`src/rtl/config_sequencer_if.sv`:
```
// Host command channel plus the fabric-wide config bus driven by config_sequencer.
interface config_sequencer_if;
   logic        cmd_valid;
   logic        cmd_ready;
   logic [31:0] cmd_addr;
   logic [31:0] cmd_data;
   logic        clear_start;
   logic        busy;
   logic        clear_done;
   logic [31:0] config_addr;
   logic [31:0] config_data;

   modport master (
      output cmd_valid, cmd_addr, cmd_data, clear_start,
      input  cmd_ready, busy, clear_done, config_addr, config_data
   );

   modport slave (
      input  cmd_valid, cmd_addr, cmd_data, clear_start,
      output cmd_ready, busy, clear_done, config_addr, config_data
   );
endinterface

```
`src/rtl/config_sequencer.sv`:
```
// Sole config bus master: queues host writes in a FIFO and replays each for HOLD_CYCLES plus one idle gap.
// A clear sweep writes zero to every module FIRST_MOD..LAST_MOD of every tile, then pulses clear_done.
module config_sequencer #(
   parameter int          DEPTH       = 4,
   parameter int          HOLD_CYCLES = 1,
   parameter int          NUM_TILES   = 16,
   parameter int          FIRST_MOD   = 4,
   parameter int          LAST_MOD    = 7,
   parameter logic [31:0] IDLE_ADDR   = 32'h0
) (
   input logic               clk,
   input logic               reset,
   config_sequencer_if.slave cfg
);
   localparam int AW = (DEPTH > 1) ? $clog2(DEPTH) : 1;
   localparam int CW = $clog2(DEPTH + 1);
   localparam int HW = (HOLD_CYCLES > 1) ? $clog2(HOLD_CYCLES) : 1;
   localparam int TW = (NUM_TILES > 1) ? $clog2(NUM_TILES) : 1;

   typedef enum logic [2:0] {
      S_IDLE,
      S_WRITE,
      S_GAP,
      S_CLR_WRITE,
      S_CLR_GAP
   } state_t;

   state_t        r_state;
   logic [63:0]   r_mem [DEPTH];
   logic [AW-1:0] r_wr_ptr;
   logic [AW-1:0] r_rd_ptr;
   logic [CW-1:0] r_count;
   logic          r_rdy_en;
   logic [HW-1:0] r_hold;
   logic [TW-1:0] r_tile;
   logic [15:0]   r_mod;
   logic [31:0]   r_addr;
   logic [31:0]   r_data;
   logic          r_done;

   logic          w_full;
   logic          w_empty;
   logic          w_push;
   logic          w_pop;
   logic          w_hold_end;
   logic          w_mod_last;
   logic          w_tile_last;
   logic [63:0]   w_head;
   logic [15:0]   w_next_mod;
   logic [TW-1:0] w_next_tile;

   assign w_full      = (r_count == CW'(DEPTH));
   assign w_empty     = (r_count == '0);
   assign w_push      = cfg.cmd_valid && cfg.cmd_ready;
   // Clear has priority in IDLE, so the FIFO is not popped on a clear_start cycle.
   assign w_pop       = !w_empty && (((r_state == S_IDLE) && !cfg.clear_start) || (r_state == S_GAP));
   assign w_head      = r_mem[r_rd_ptr];
   assign w_hold_end  = (r_hold == HW'(HOLD_CYCLES - 1));
   assign w_mod_last  = (r_mod == 16'(LAST_MOD));
   assign w_tile_last = (r_tile == TW'(NUM_TILES - 1));

   always_comb begin
      w_next_mod  = r_mod + 16'd1;
      w_next_tile = r_tile;
      if (w_mod_last) begin
         w_next_mod  = 16'(FIRST_MOD);
         w_next_tile = r_tile + TW'(1);
      end
   end

   always_ff @(posedge clk) begin
      if (w_push) begin
         r_mem[r_wr_ptr] <= {cfg.cmd_addr, cfg.cmd_data};
      end
   end

   always_ff @(posedge clk or negedge reset) begin
      if (!reset) begin
         r_wr_ptr <= '0;
         r_rd_ptr <= '0;
         r_count  <= '0;
      end else begin
         if (w_push) begin
            r_wr_ptr <= r_wr_ptr + AW'(1);
         end
         if (w_pop) begin
            r_rd_ptr <= r_rd_ptr + AW'(1);
         end
         if (w_push && !w_pop) begin
            r_count <= r_count + CW'(1);
         end else if (w_pop && !w_push) begin
            r_count <= r_count - CW'(1);
         end
      end
   end

   always_ff @(posedge clk or negedge reset) begin
      if (!reset) begin
         r_state  <= S_IDLE;
         r_rdy_en <= 1'b0;
         r_hold   <= '0;
         r_tile   <= '0;
         r_mod    <= 16'(FIRST_MOD);
         r_addr   <= IDLE_ADDR;
         r_data   <= '0;
         r_done   <= 1'b0;
      end else begin
         r_rdy_en <= 1'b1;
         r_done   <= 1'b0;
         case (r_state)
            S_IDLE: begin
               if (cfg.clear_start) begin
                  r_state <= S_CLR_WRITE;
                  r_hold  <= '0;
                  r_tile  <= '0;
                  r_mod   <= 16'(FIRST_MOD);
                  r_addr  <= {16'(FIRST_MOD), 16'h0000};
                  r_data  <= '0;
               end else if (w_pop) begin
                  r_state <= S_WRITE;
                  r_hold  <= '0;
                  r_addr  <= w_head[63:32];
                  r_data  <= w_head[31:0];
               end
            end
            S_WRITE, S_CLR_WRITE: begin
               if (w_hold_end) begin
                  r_state <= (r_state == S_WRITE) ? S_GAP : S_CLR_GAP;
                  r_addr  <= IDLE_ADDR;
                  r_data  <= '0;
               end else begin
                  r_hold <= r_hold + HW'(1);
               end
            end
            S_GAP: begin
               if (w_pop) begin
                  r_state <= S_WRITE;
                  r_hold  <= '0;
                  r_addr  <= w_head[63:32];
                  r_data  <= w_head[31:0];
               end else begin
                  r_state <= S_IDLE;
               end
            end
            S_CLR_GAP: begin
               if (w_mod_last && w_tile_last) begin
                  r_state <= S_IDLE;
                  r_done  <= 1'b1;
               end else begin
                  r_state <= S_CLR_WRITE;
                  r_hold  <= '0;
                  r_mod   <= w_next_mod;
                  r_tile  <= w_next_tile;
                  r_addr  <= {w_next_mod, 16'(w_next_tile)};
                  r_data  <= '0;
               end
            end
            default: begin
               r_state <= S_IDLE;
               r_addr  <= IDLE_ADDR;
               r_data  <= '0;
            end
         endcase
      end
   end

   assign cfg.cmd_ready   = r_rdy_en && !w_full;
   assign cfg.busy        = (r_state != S_IDLE) || !w_empty;
   assign cfg.clear_done  = r_done;
   assign cfg.config_addr = r_addr;
   assign cfg.config_data = r_data;
endmodule

```
`src/flat_wrapper.sv`:
```
// flat-port wrapper written by rule: the top's interface ports become plain ports
module config_sequencer_flat 
#(
   parameter int          DEPTH       = 4,
   parameter int          HOLD_CYCLES = 1,
   parameter int          NUM_TILES   = 16,
   parameter int          FIRST_MOD   = 4,
   parameter int          LAST_MOD    = 7,
   parameter logic [31:0] IDLE_ADDR   = 32'h0
)
  (clk, reset, cfg_cmd_valid, cfg_cmd_addr, cfg_cmd_data, cfg_clear_start, cfg_cmd_ready, cfg_busy, cfg_clear_done, cfg_config_addr, cfg_config_data);
  config_sequencer_if cfg_i ();
  input logic clk;
  input logic reset;
  input wire logic [$bits(cfg_i.cmd_valid)-1:0] cfg_cmd_valid;
  input wire logic [$bits(cfg_i.cmd_addr)-1:0] cfg_cmd_addr;
  input wire logic [$bits(cfg_i.cmd_data)-1:0] cfg_cmd_data;
  input wire logic [$bits(cfg_i.clear_start)-1:0] cfg_clear_start;
  output wire logic [$bits(cfg_i.cmd_ready)-1:0] cfg_cmd_ready;
  output wire logic [$bits(cfg_i.busy)-1:0] cfg_busy;
  output wire logic [$bits(cfg_i.clear_done)-1:0] cfg_clear_done;
  output wire logic [$bits(cfg_i.config_addr)-1:0] cfg_config_addr;
  output wire logic [$bits(cfg_i.config_data)-1:0] cfg_config_data;
  assign cfg_i.cmd_valid = cfg_cmd_valid;
  assign cfg_i.cmd_addr = cfg_cmd_addr;
  assign cfg_i.cmd_data = cfg_cmd_data;
  assign cfg_i.clear_start = cfg_clear_start;
  assign cfg_cmd_ready = cfg_i.cmd_ready;
  assign cfg_busy = cfg_i.busy;
  assign cfg_clear_done = cfg_i.clear_done;
  assign cfg_config_addr = cfg_i.config_addr;
  assign cfg_config_data = cfg_i.config_data;
  config_sequencer #(.DEPTH(DEPTH), .HOLD_CYCLES(HOLD_CYCLES), .NUM_TILES(NUM_TILES), .FIRST_MOD(FIRST_MOD), .LAST_MOD(LAST_MOD), .IDLE_ADDR(IDLE_ADDR)) u_core (.clk(clk), .reset(reset), .cfg(cfg_i));
endmodule
```
`config.mk`:
```
export PLATFORM = sky130hd
export DESIGN_NAME = config_sequencer_flat
export DESIGN_NICKNAME = d
export VERILOG_FILES = /design/src/rtl/config_sequencer_if.sv /design/src/rtl/config_sequencer.sv /design/src/flat_wrapper.sv
export SDC_FILE = /design/constraint.sdc
export NUM_CORES = 1
export LEC_CHECK = 0
export BUFFER_PORTS_ARGS = -buffer_cell sky130_fd_sc_hd__buf_2
export CAP_MARGIN = 20
export CORE_MARGIN = 5
export CORE_UTILIZATION = 30
export CTS_CLUSTER_SIZE = 25
export DETAILED_ROUTE_END_ITERATION = 7
export GPL_TIMING_DRIVEN = 0
export PLACE_DENSITY = 0.5
export SYNTH_ARGS = -nofsm -noshare
export SYNTH_HDL_FRONTEND = slang
export SYNTH_SLANG_ARGS = --single-unit
```
`constraint.sdc`:
```
create_clock -name clk -period 6.8 [get_ports clk]
set_input_delay 0.34 -clock clk [delete_from_list [all_inputs] [get_ports clk]]
set_output_delay 0.34 -clock clk [all_outputs]
set_load 0.01 [all_outputs]
```
==> impl_metrics.ini, run 1 <==
[detailed_routing]
route.vias.total = 7751
viasPerCell = 4.73
postRouteAntennaNets = 0
drt_iter0_markers = 463
avg_wl_per_cell_um = 20.4
routed_wirelength_um = 33500
drt_drc_violations_left = 0
firstDrtPassIters = 4

[synth]
synth_seq_area_share = 0.731
postSynthAreaPerCell_sq_um = 16.8
synth-edff-count = 256
synth_cell_type_count = 54
synth_async_sr_flop_share = 0.275
post_synth_instance_area_sq_um = 13800
yosys_register_bits = 353
syn-instance-count = 826
synthesis.yosys.warnings = 0
synthFlopType = sky130_fd_sc_hd__edfxtp_1
syn_nets = 902

[critical_path]
setup.worst_path.start_class = register
r2r-start = u_core.r_count[0]
worstPathArrival_ns = 3.73
reg2reg_setup_slack_ns = 3.52
path_max_fanout = 10
worstPathRequired_ns = 7.25
crit-reg2reg-capture = u_core.r_count[2]
timing.critical_path.to_type = register
critical_path.startpoint = u_core.r_count[0]
critical_path_class = reg2reg
worst-r2r-cell-count = 12

[floorplanning]
initial_core_util = 0.304
core-area_sq_um = 45500
fp-row-count = 78
num_io_pins = 135
dieHeight_um = 225
floorplan.die_area_sq_um = 50500
die-width_um = 225

[global_route]
grt_use_total = 0.132
first_pass_grt_wire_length_um = 51000
antenna_found_initial = 7
grt_start_max_net_pins = 54
vias_in_the_first_global_route = 8225
grt-ovfl-total = 0

[min_path]
hold_path_end = u_core.r_mem[3][29]
min_path_type = in2reg
holdCritStartpoint = cfg_cmd_data[29]
timing.hold.worst_path_depth = 1

[power_and_ir_drop]
power_density_nw_per_um2 = 296
vdd_drop_max_mv = 0.129
pwr-share-seq = 0.517
switching_power_mw = 1.11
power.static_leakage_nw = 6.08
combPwrFrac = 0.080
design_internal_power_mw = 3.81
power.switching_fraction = 0.226
power_frac_clock = 0.403

[clock_network]
cts_tree = built
cts.hold.buffers_added = 1
cts_post_setup_buffers_inserted = 0
root_buffer = sky130_fd_sc_hd__clkbuf_16
cts_buffers = 38
cts_max_path_buffers = 3
post_cts.resized_instances = 0
insertion_delay_ns = 0.52
clk_transition_reported_paths_ns = 0.06
tritoncts_sinks = 353
count_of_h_tree_levels_built_during_cts = 2

[cells_and_area]
mostFrequentLayoutCells = sky130_fd_sc_hd__edfxtp_1 (256), sky130_fd_sc_hd__buf_2 (157), sky130_fd_sc_hd__dfrtp_1 (96), sky130_fd_sc_hd__mux4_2 (64), sky130_fd_sc_hd__nor2_1 (58)
layout.cells.most_common = sky130_fd_sc_hd__edfxtp_1
post-route-cell-area_sq_um = 16600
nets = 1082
areaGrowthSynthToFinish_pct = 20.3
final_layout_size_suffix_gt1_frac = 0.300

[timing]
worst_hold_slack_ns = 0.0317
final.setup_skew_ns = 0.0233
maxSlewHeadroom = 0.405
peak_freq_ghz = 0.305
fin_crit_ns = 3.28
final_min_period_over_clock_period = 0.482
final_setup_vio_count = 0
grt_setup_unrepaired = false
setup_total_negative_slack_ns = 0
number_of_pins_with_negative_max_slew_slack_in_the_final_report = 0
hold_violations = 0
worst_pin_slew_ns = 0.893

[place]
io_port_bufs = 134
finalWeightedCongestion = 0.787
hpwl_um = 22100
placedInstanceArea_sq_um = 15400

[run]
number_of_max_cap_violations = 0

[status]
status = finished, final reports clean
## power by group through the flow
stage | logic [mW] | registers, mW | clock network, mW
floorplan | 0.213 | 2.59 | 0
global route | 0.431 | 2.56 | 2.13
finish | 0.392 | 2.55 | 1.98
global placement | 0.372 | 2.61 | 0
CTS | 0.411 | 2.55 | 2.04
detailed placement | 0.409 | 2.59 | 0
## cells by family after synthesis
logic type / share of synthesized area
XOR/XNOR: 0.0127
other: 0.000271
flip-flops: 0.731
buffers and inverters: 0.0215
AND/OR/NAND/NOR: 0.0597
adder cells (fa/ha/maj): 0.00778
multiplexers: 0.106
AO/OA/AOI/OAI: 0.0607
## metrics by stage
stage | total power [mW] | instances | worst slack (ns) | utilization
after CTS | 5.00 | 1635 | 3.47 | 0.366
after global routing | 5.12 | 1636 | 3.29 | 0.366
after detailed placement | 3.00 | 1565 | 3.49 | 0.339
after global placement | 2.98 | 1560 | 2.19 | 0.336
final | 4.92 | 1637 | 3.52 | 0.366
after floorplan | 2.80 | 826 | 3.75 | -
## cell type report
type | count | area [sq um]
Clock inverter | 16 | 110
Buffer | 51 | 268
Sequential cell | 353 | 10100
Timing Repair Buffer | 140 | 821
Inverter | 8 | 30.0
Tap cell | 600 | 751
Clock buffer | 53 | 1100
Antenna cell | 2 | 5.00
Multi-Input combinational cell | 414 | 3440
Fill cell | 4443 | 28800
## worst max-delay path, cell delays in order, from the launching register on
cell and delay [ns]:
sky130_fd_sc_hd__dfrtp_1 0.44, sky130_fd_sc_hd__nor3_1 0.57, sky130_fd_sc_hd__buf_2 0.43, sky130_fd_sc_hd__nor4_2 0.10, sky130_fd_sc_hd__buf_2 0.24, sky130_fd_sc_hd__buf_2 0.27, sky130_fd_sc_hd__inv_1 0.09, sky130_fd_sc_hd__ha_1 0.17
sky130_fd_sc_hd__inv_1 0.06, sky130_fd_sc_hd__fa_1 0.38, sky130_fd_sc_hd__xor2_1 0.17, sky130_fd_sc_hd__nor2_1 0.12, sky130_fd_sc_hd__xor2_1 0.15
## synthesized netlist by cell type (all sizes together), types with 2 or more instances
cell / count / area, sq um
a21o: 7 / 52.6
o211a: 2 / 20.0
a22oi: 7 / 52.6
nand2: 56 / 220
xnor2: 12 / 105
clkbuf: 19 / 72.6
edfxtp: 256 / 7690
nor3: 14 / 70.1
buf: 32 / 195
or3: 2 / 17.5
nor4: 8 / 71.3
a21oi: 49 / 245
mux2i: 2 / 20.0
and2: 2 / 12.5
nand3: 12 / 60.1
nor2: 58 / 218
xor2: 8 / 70.1
dfrtp: 96 / 2400
inv: 8 / 30.0
mux4: 64 / 1440
ha: 7 / 87.6
o21a: 4 / 30.0
a221o: 7 / 70.1
o41ai: 2 / 17.5
and3: 6 / 37.5
o21ai: 63 / 315
nand4: 8 / 56.3
## worst max path at each step
stage,depth (start not counted),to
detailed placement,12,u_core.r_count[2]
floorplan,3,u_core.r_mem[0][0]
CTS,12,u_core.r_count[2]
global route,12,u_core.r_count[2]
finish,12,u_core.r_count[2]
global placement,3,u_core.r_mem[0][58]
## registers in the layout (all words and copies together), names as in the netlist, 3 cells and up
register                flops
u_core.cfg.config_addr     32
u_core.cfg.config_data     32
u_core.r_count              3
u_core.r_mem              256
u_core.r_mod               16
u_core.r_state              3
u_core.r_tile               4
## layer usage
layer	track usage	part of all wire
met4	0.0310	0.016
met3	0.0312	0.048
met2	0.229	0.51
met5	0	0.0016
met1	0.168	0.43
(Power assumes the default switching activity.)
==> run 2: changes to the inputs <==
==> constraint.sdc (replaced) <==
create_clock -name clk -period 3.2 [get_ports clk]
set_input_delay 0.16 -clock clk [delete_from_list [all_inputs] [get_ports clk]]
set_output_delay 0.16 -clock clk [all_outputs]
set_load 0.01 [all_outputs]
==> impl_metrics.ini, run 2 (synthesized netlist as in run 1, its figures left out) <==
[place]
place.detailed.instances = 1565
hpwl_um = 22100
finalWeightedCongestion = 0.787
placedInstanceArea_sq_um = 15400
io_port_bufs = 134
pre_cts_slack_ns = -0.109

[floorplanning]
die-width_um = 225
dieHeight_um = 225
floorplan.die_area_sq_um = 50500
core-area_sq_um = 45500
initial_core_util = 0.304
num_io_pins = 135
fp-row-count = 78

[cells_and_area]
largest-register = u_core.r_mem
final-instance-count-excl-fill = 1700
mostFrequentLayoutCells = sky130_fd_sc_hd__edfxtp_1 (256), sky130_fd_sc_hd__buf_2 (155), sky130_fd_sc_hd__dfrtp_1 (96), sky130_fd_sc_hd__dlygate4sd3_1 (65), sky130_fd_sc_hd__mux4_2 (64)
post-route-cell-area_sq_um = 17300
nets = 1146
post-route-util = 0.380
layout.cells.most_common = sky130_fd_sc_hd__edfxtp_1
final_layout_size_suffix_gt1_frac = 0.283
areaGrowthSynthToFinish_pct = 25.0
largest_reg_flops = 256

[global_route]
grt_use_total = 0.133
antenna_found_initial = 2
first_pass_grt_wire_length_um = 51700
grt-ovfl-total = 0
vias_in_the_first_global_route = 8508
grt_start_max_net_pins = 54

[min_path]
hold_path_end = u_core.r_state[1]
holdCritStartpoint = cfg_clear_start
min_path_type = in2reg
timing.hold.worst_path_depth = 4

[power_and_ir_drop]
vdd_drop_max_mv = 0.327
post-layout-total-power_mw = 10.5
power.static_leakage_nw = 6.35
power_density_nw_per_um2 = 609

[critical_path]
setup.worst_path.start_class = register
crit-reg2reg-capture = u_core.r_count[1]
reg2reg_setup_slack_ns = 0.22
worstPathRequired_ns = 3.61
worst-r2r-cell-count = 10
critical_path_class = reg2reg
timing.critical_path.to_type = register
worstPathArrival_ns = 3.39
path_max_fanout = 10
r2r-start = u_core.r_count[0]

[timing]
maxSlewHeadroom = 0.398
setup_ws_ns = 0.220
grt_setup_unrepaired = false
final_setup_vio_count = 0
worst_pin_slew_ns = 0.903
worst_hold_slack_ns = 0.146
hold_violations = 0
final.setup_skew_ns = 0.0233
fin_crit_ns = 2.98
final_min_period_over_clock_period = 0.931
peak_freq_ghz = 0.336
number_of_pins_with_negative_max_slew_slack_in_the_final_report = 0
setup_total_negative_slack_ns = 0

[detailed_routing]
routed_wirelength_um = 33700
viasPerCell = 4.69
drt_drc_violations_left = 0
route.vias.total = 7975
firstDrtPassIters = 5
avg_wl_per_cell_um = 19.8
postRouteAntennaNets = 0
drt_iter0_markers = 398

[run]
number_of_max_cap_violations = 0

[clock_network]
cts_buffers = 38
tritoncts_sinks = 353
cts_tree = built
root_buffer = sky130_fd_sc_hd__clkbuf_16
cts_max_path_buffers = 3
count_of_h_tree_levels_built_during_cts = 2
clk_transition_reported_paths_ns = 0.06
insertion_delay_ns = 0.52

[status]
status = finished, final reports clean
-- run 2: repair_timing --
action                     in CTS  in global routing
buffers inserted                0                  0
hold buffers                   65                  0
setup endpoints to repair       2                  2
gates resized for setup         1                  3
hold endpoints to repair      300                  0
-- run 2: per-layer routing --
layer  part of all wire  vias up  GRT usage  wire [um]
met4              0.016        2     0.0299        551
met2               0.51      131      0.232      17100
li1                   -     3684          -          -
met5            0.00021        -          0          7
met1               0.44     4115      0.172      14700
met3              0.039       43     0.0258       1310
-- run 2: worst max-delay path by stage --
stage | from | to | slack [ns] | cells past startpoint
floorplan | u_core.r_count[0] | u_core.r_mem[0][0] | 0.15 | 3
global placement | u_core.r_count[0] | u_core.r_mem[0][58] | -1.41 | 3
detailed placement | u_core.r_count[0] | u_core.r_count[2] | -0.11 | 12
CTS | u_core.r_count[0] | u_core.r_count[1] | 0.08 | 10
global route | u_core.r_count[0] | u_core.r_count[1] | 0.02 | 10
finish | u_core.r_count[0] | u_core.r_count[1] | 0.22 | 10
-- run 2: power breakdown --
group	total, mW	switching (mW)	internal, mW
Sequential	5.42	0.104	5.32
Clock	4.21	1.72	2.48
Combinational	0.904	0.548	0.356
-- run 2: final cells by class --
cell class | count | area, sq um
Fill cell | 4409 | 28200
Sequential cell | 353 | 10100
Multi-Input combinational cell | 414 | 3460
Timing Repair Buffer | 204 | 1460
Clock buffer | 53 | 1100
Tap cell | 600 | 751
Buffer | 51 | 273
Clock inverter | 16 | 110
Inverter | 8 | 30.0
Antenna cell | 1 | 2.50
-- run 2: worst max-delay path: stages, from the launching register on --
cell and delay [ns]:
sky130_fd_sc_hd__dfrtp_1 0.49, sky130_fd_sc_hd__nor3_4 0.10, sky130_fd_sc_hd__clkbuf_4 0.24, sky130_fd_sc_hd__nor4_2 0.31
sky130_fd_sc_hd__buf_2 0.35, sky130_fd_sc_hd__clkbuf_4 0.34, sky130_fd_sc_hd__inv_1 0.07, sky130_fd_sc_hd__ha_1 0.20
sky130_fd_sc_hd__inv_1 0.07, sky130_fd_sc_hd__fa_1 0.40, sky130_fd_sc_hd__mux2_2 0.27
==> run 3: changes to the inputs <==
--- a/config.mk
+++ b/config.mk
@@ -12,7 +12,7 @@
 export CTS_CLUSTER_SIZE = 25
 export DETAILED_ROUTE_END_ITERATION = 7
 export GPL_TIMING_DRIVEN = 0
-export PLACE_DENSITY = 0.5
+export PLACE_DENSITY = 0.43
 export SYNTH_ARGS = -nofsm -noshare
 export SYNTH_HDL_FRONTEND = slang
 export SYNTH_SLANG_ARGS = --single-unit
==> impl_metrics.ini, run 3 (synthesized netlist as in run 1, its figures left out) <==
[floorplanning]
dieHeight_um = 225
initial_core_util = 0.304
num_io_pins = 135
floorplan.die_area_sq_um = 50500
core-area_sq_um = 45500
die-width_um = 225
fp-row-count = 78

[power_and_ir_drop]
power_density_nw_per_um2 = 629
vdd_drop_max_mv = 0.342
power.static_leakage_nw = 6.40

[detailed_routing]
route.vias.total = 7991
postRouteAntennaNets = 0
viasPerCell = 4.68
avg_wl_per_cell_um = 20.7
drt_iter0_markers = 403
drt_drc_violations_left = 0
firstDrtPassIters = 4
routed_wirelength_um = 35300

[timing]
final_min_period_over_clock_period = 0.928
number_of_pins_with_negative_max_slew_slack_in_the_final_report = 0
final.setup_skew_ns = 0.0166
worst_hold_slack_ns = 0.104
maxSlewHeadroom = 0.366
final_setup_vio_count = 0
peak_freq_ghz = 0.337
worst_pin_slew_ns = 0.951
hold_violations = 0
grt_setup_unrepaired = false
fin_crit_ns = 2.97
setup_ws_ns = 0.229

[critical_path]
setup.worst_path.start_class = register
endpoint = u_core.r_count[1]
critical_path.startpoint = u_core.r_count[0]
timing.critical_path.to_type = register
r2r-start = u_core.r_count[0]
cp.buffers_inverters = 5
worst-r2r-cell-count = 10
crit-reg2reg-capture = u_core.r_count[1]
worstSetupPathDepth = 10
path_max_fanout = 10
worstPathArrival_ns = 3.39
cp_top_family = buffers and inverters
worst_path_max_delay_cell = sky130_fd_sc_hd__dfrtp_1
worstPathRequired_ns = 3.62
cpPeakStageDelay_ns = 0.49
critical_path_class = reg2reg
critical_path_cell_by_cell = nor3_4 > clkbuf_4 > nor4_2 > buf_2 > clkbuf_4 > inv_1 > ha_1 > inv_1 > fa_1 > mux2_2
reg2reg_setup_slack_ns = 0.23

[clock_network]
cts_post_setup_buffers_inserted = 0
clk_transition_reported_paths_ns = 0.05
insertion_delay_ns = 0.55
cts_buffers = 41
count_of_h_tree_levels_built_during_cts = 2
root_buffer = sky130_fd_sc_hd__clkbuf_16
cts_tree = built
cts_max_path_buffers = 3
tritoncts_sinks = 353

[cells_and_area]
post-route-util = 0.383
layout.cells.most_common = sky130_fd_sc_hd__edfxtp_1
final_layout_size_suffix_gt1_frac = 0.282
largest-register = u_core.r_mem
final-instance-count-excl-fill = 1706
areaGrowthSynthToFinish_pct = 26.0
mostFrequentLayoutCells = sky130_fd_sc_hd__edfxtp_1 (256), sky130_fd_sc_hd__buf_2 (155), sky130_fd_sc_hd__dfrtp_1 (96), sky130_fd_sc_hd__dlygate4sd3_1 (65), sky130_fd_sc_hd__mux4_2 (64)
largest_reg_flops = 256
nets = 1149

[global_route]
antenna_found_initial = 2
grt-ovfl-total = 0
grt_use_total = 0.141
first_pass_grt_wire_length_um = 54100
grt_start_max_net_pins = 54
vias_in_the_first_global_route = 8631

[place]
place.detailed.instances = 1565
finalWeightedCongestion = 0.741
pre_cts_slack_ns = -0.156
hpwl_um = 22400
io_port_bufs = 134

[status]
status = finished, final reports clean

[min_path]
min_path_type = in2async

[run]
number_of_max_cap_violations = 0
-- run 3: cell count changes in the layout (fill, tap and decap cells not counted) --
| cell | delta |
|---|---|
| sky130_fd_sc_hd__clkinv_2 | -3 |
| sky130_fd_sc_hd__clkbuf_1 | +2 |
| sky130_fd_sc_hd__clkbuf_8 | -5 |
| sky130_fd_sc_hd__clkinvlp_4 | +2 |
| sky130_fd_sc_hd__buf_4 | -1 |
| sky130_fd_sc_hd__clkbuf_16 | +5 |
| sky130_fd_sc_hd__clkinv_1 | +3 |
| sky130_fd_sc_hd__bufinv_16 | +2 |
| sky130_fd_sc_hd__buf_6 | +1 |
-- run 3: worst min path at each step --
stage,from,end,depth (start not counted)
finish,reset,u_core.cfg.config_addr[25],2
global route,cfg_clear_start,u_core.r_state[1],4
CTS,cfg_clear_start,u_core.r_state[1],4
detailed placement,reset,u_core.cfg.config_addr[25],1
global placement,cfg_cmd_data[9],u_core.r_mem[3][9],1
floorplan,reset,u_core.cfg.clear_done,0
-- run 3: final cells by class --
cell class,instances,area (sq um)
repair buffers,204,1470
flip-flops and latches,353,10100
clock buffers,55,1160
well taps,600,751
diodes,1,2.50
inverters,8,30.0
fillers,4383,28000
plain buffers,51,273
clock inverters,20,181
multi-input cells,414,3460
-- run 3: what timing repair did --
| action | CTS | global route |
|---|---|---|
| hold buffers | 65 | 0 |
| endpoints found under the hold margin | 353 | 0 |
| gates resized for setup | 1 | 3 |
| endpoints found under the setup margin | 2 | 2 |
-- run 3: report_power, final --
part | internal (mW) | switching, mW | total (mW)
Clock | 2.79 | 1.84 | 4.63
Sequential | 5.32 | 0.106 | 5.42
Combinational | 0.355 | 0.560 | 0.915
Total | 8.47 | 2.50 | 11.0
-- run 3: per-stage QoR --
stage | power (mW) | TNS (ns) | instance area [sq um]
5_1_grt | 11.4 | 0 | 17400
2_1_floorplan | 5.95 | 0 | 13800
4_1_cts | 11.2 | 0 | 17400
3_5_place_dp | 6.39 | -0.204 | 15400
6_report | 11.0 | 0 | 17400
3_3_place_gp | 6.37 | -411.35 | 15300
-- run 3: worst register-to-register path, stage by stage (launching register included) --
cell and delay [ns]:
sky130_fd_sc_hd__dfrtp_1 0.49, sky130_fd_sc_hd__nor3_4 0.11, sky130_fd_sc_hd__clkbuf_4 0.23, sky130_fd_sc_hd__nor4_2 0.32, sky130_fd_sc_hd__buf_2 0.35, sky130_fd_sc_hd__clkbuf_4 0.33
sky130_fd_sc_hd__inv_1 0.07, sky130_fd_sc_hd__ha_1 0.20, sky130_fd_sc_hd__inv_1 0.08, sky130_fd_sc_hd__fa_1 0.40, sky130_fd_sc_hd__mux2_2 0.27
-- run 3: routing by layer --
layer,vias to the layer above,share of wire,global-route usage
li1,3687,-,-
met1,4119,0.45,0.190
met2,135,0.50,0.235
met3,48,0.039,0.0262
met4,2,0.019,0.0407
met5,-,0.00037,0
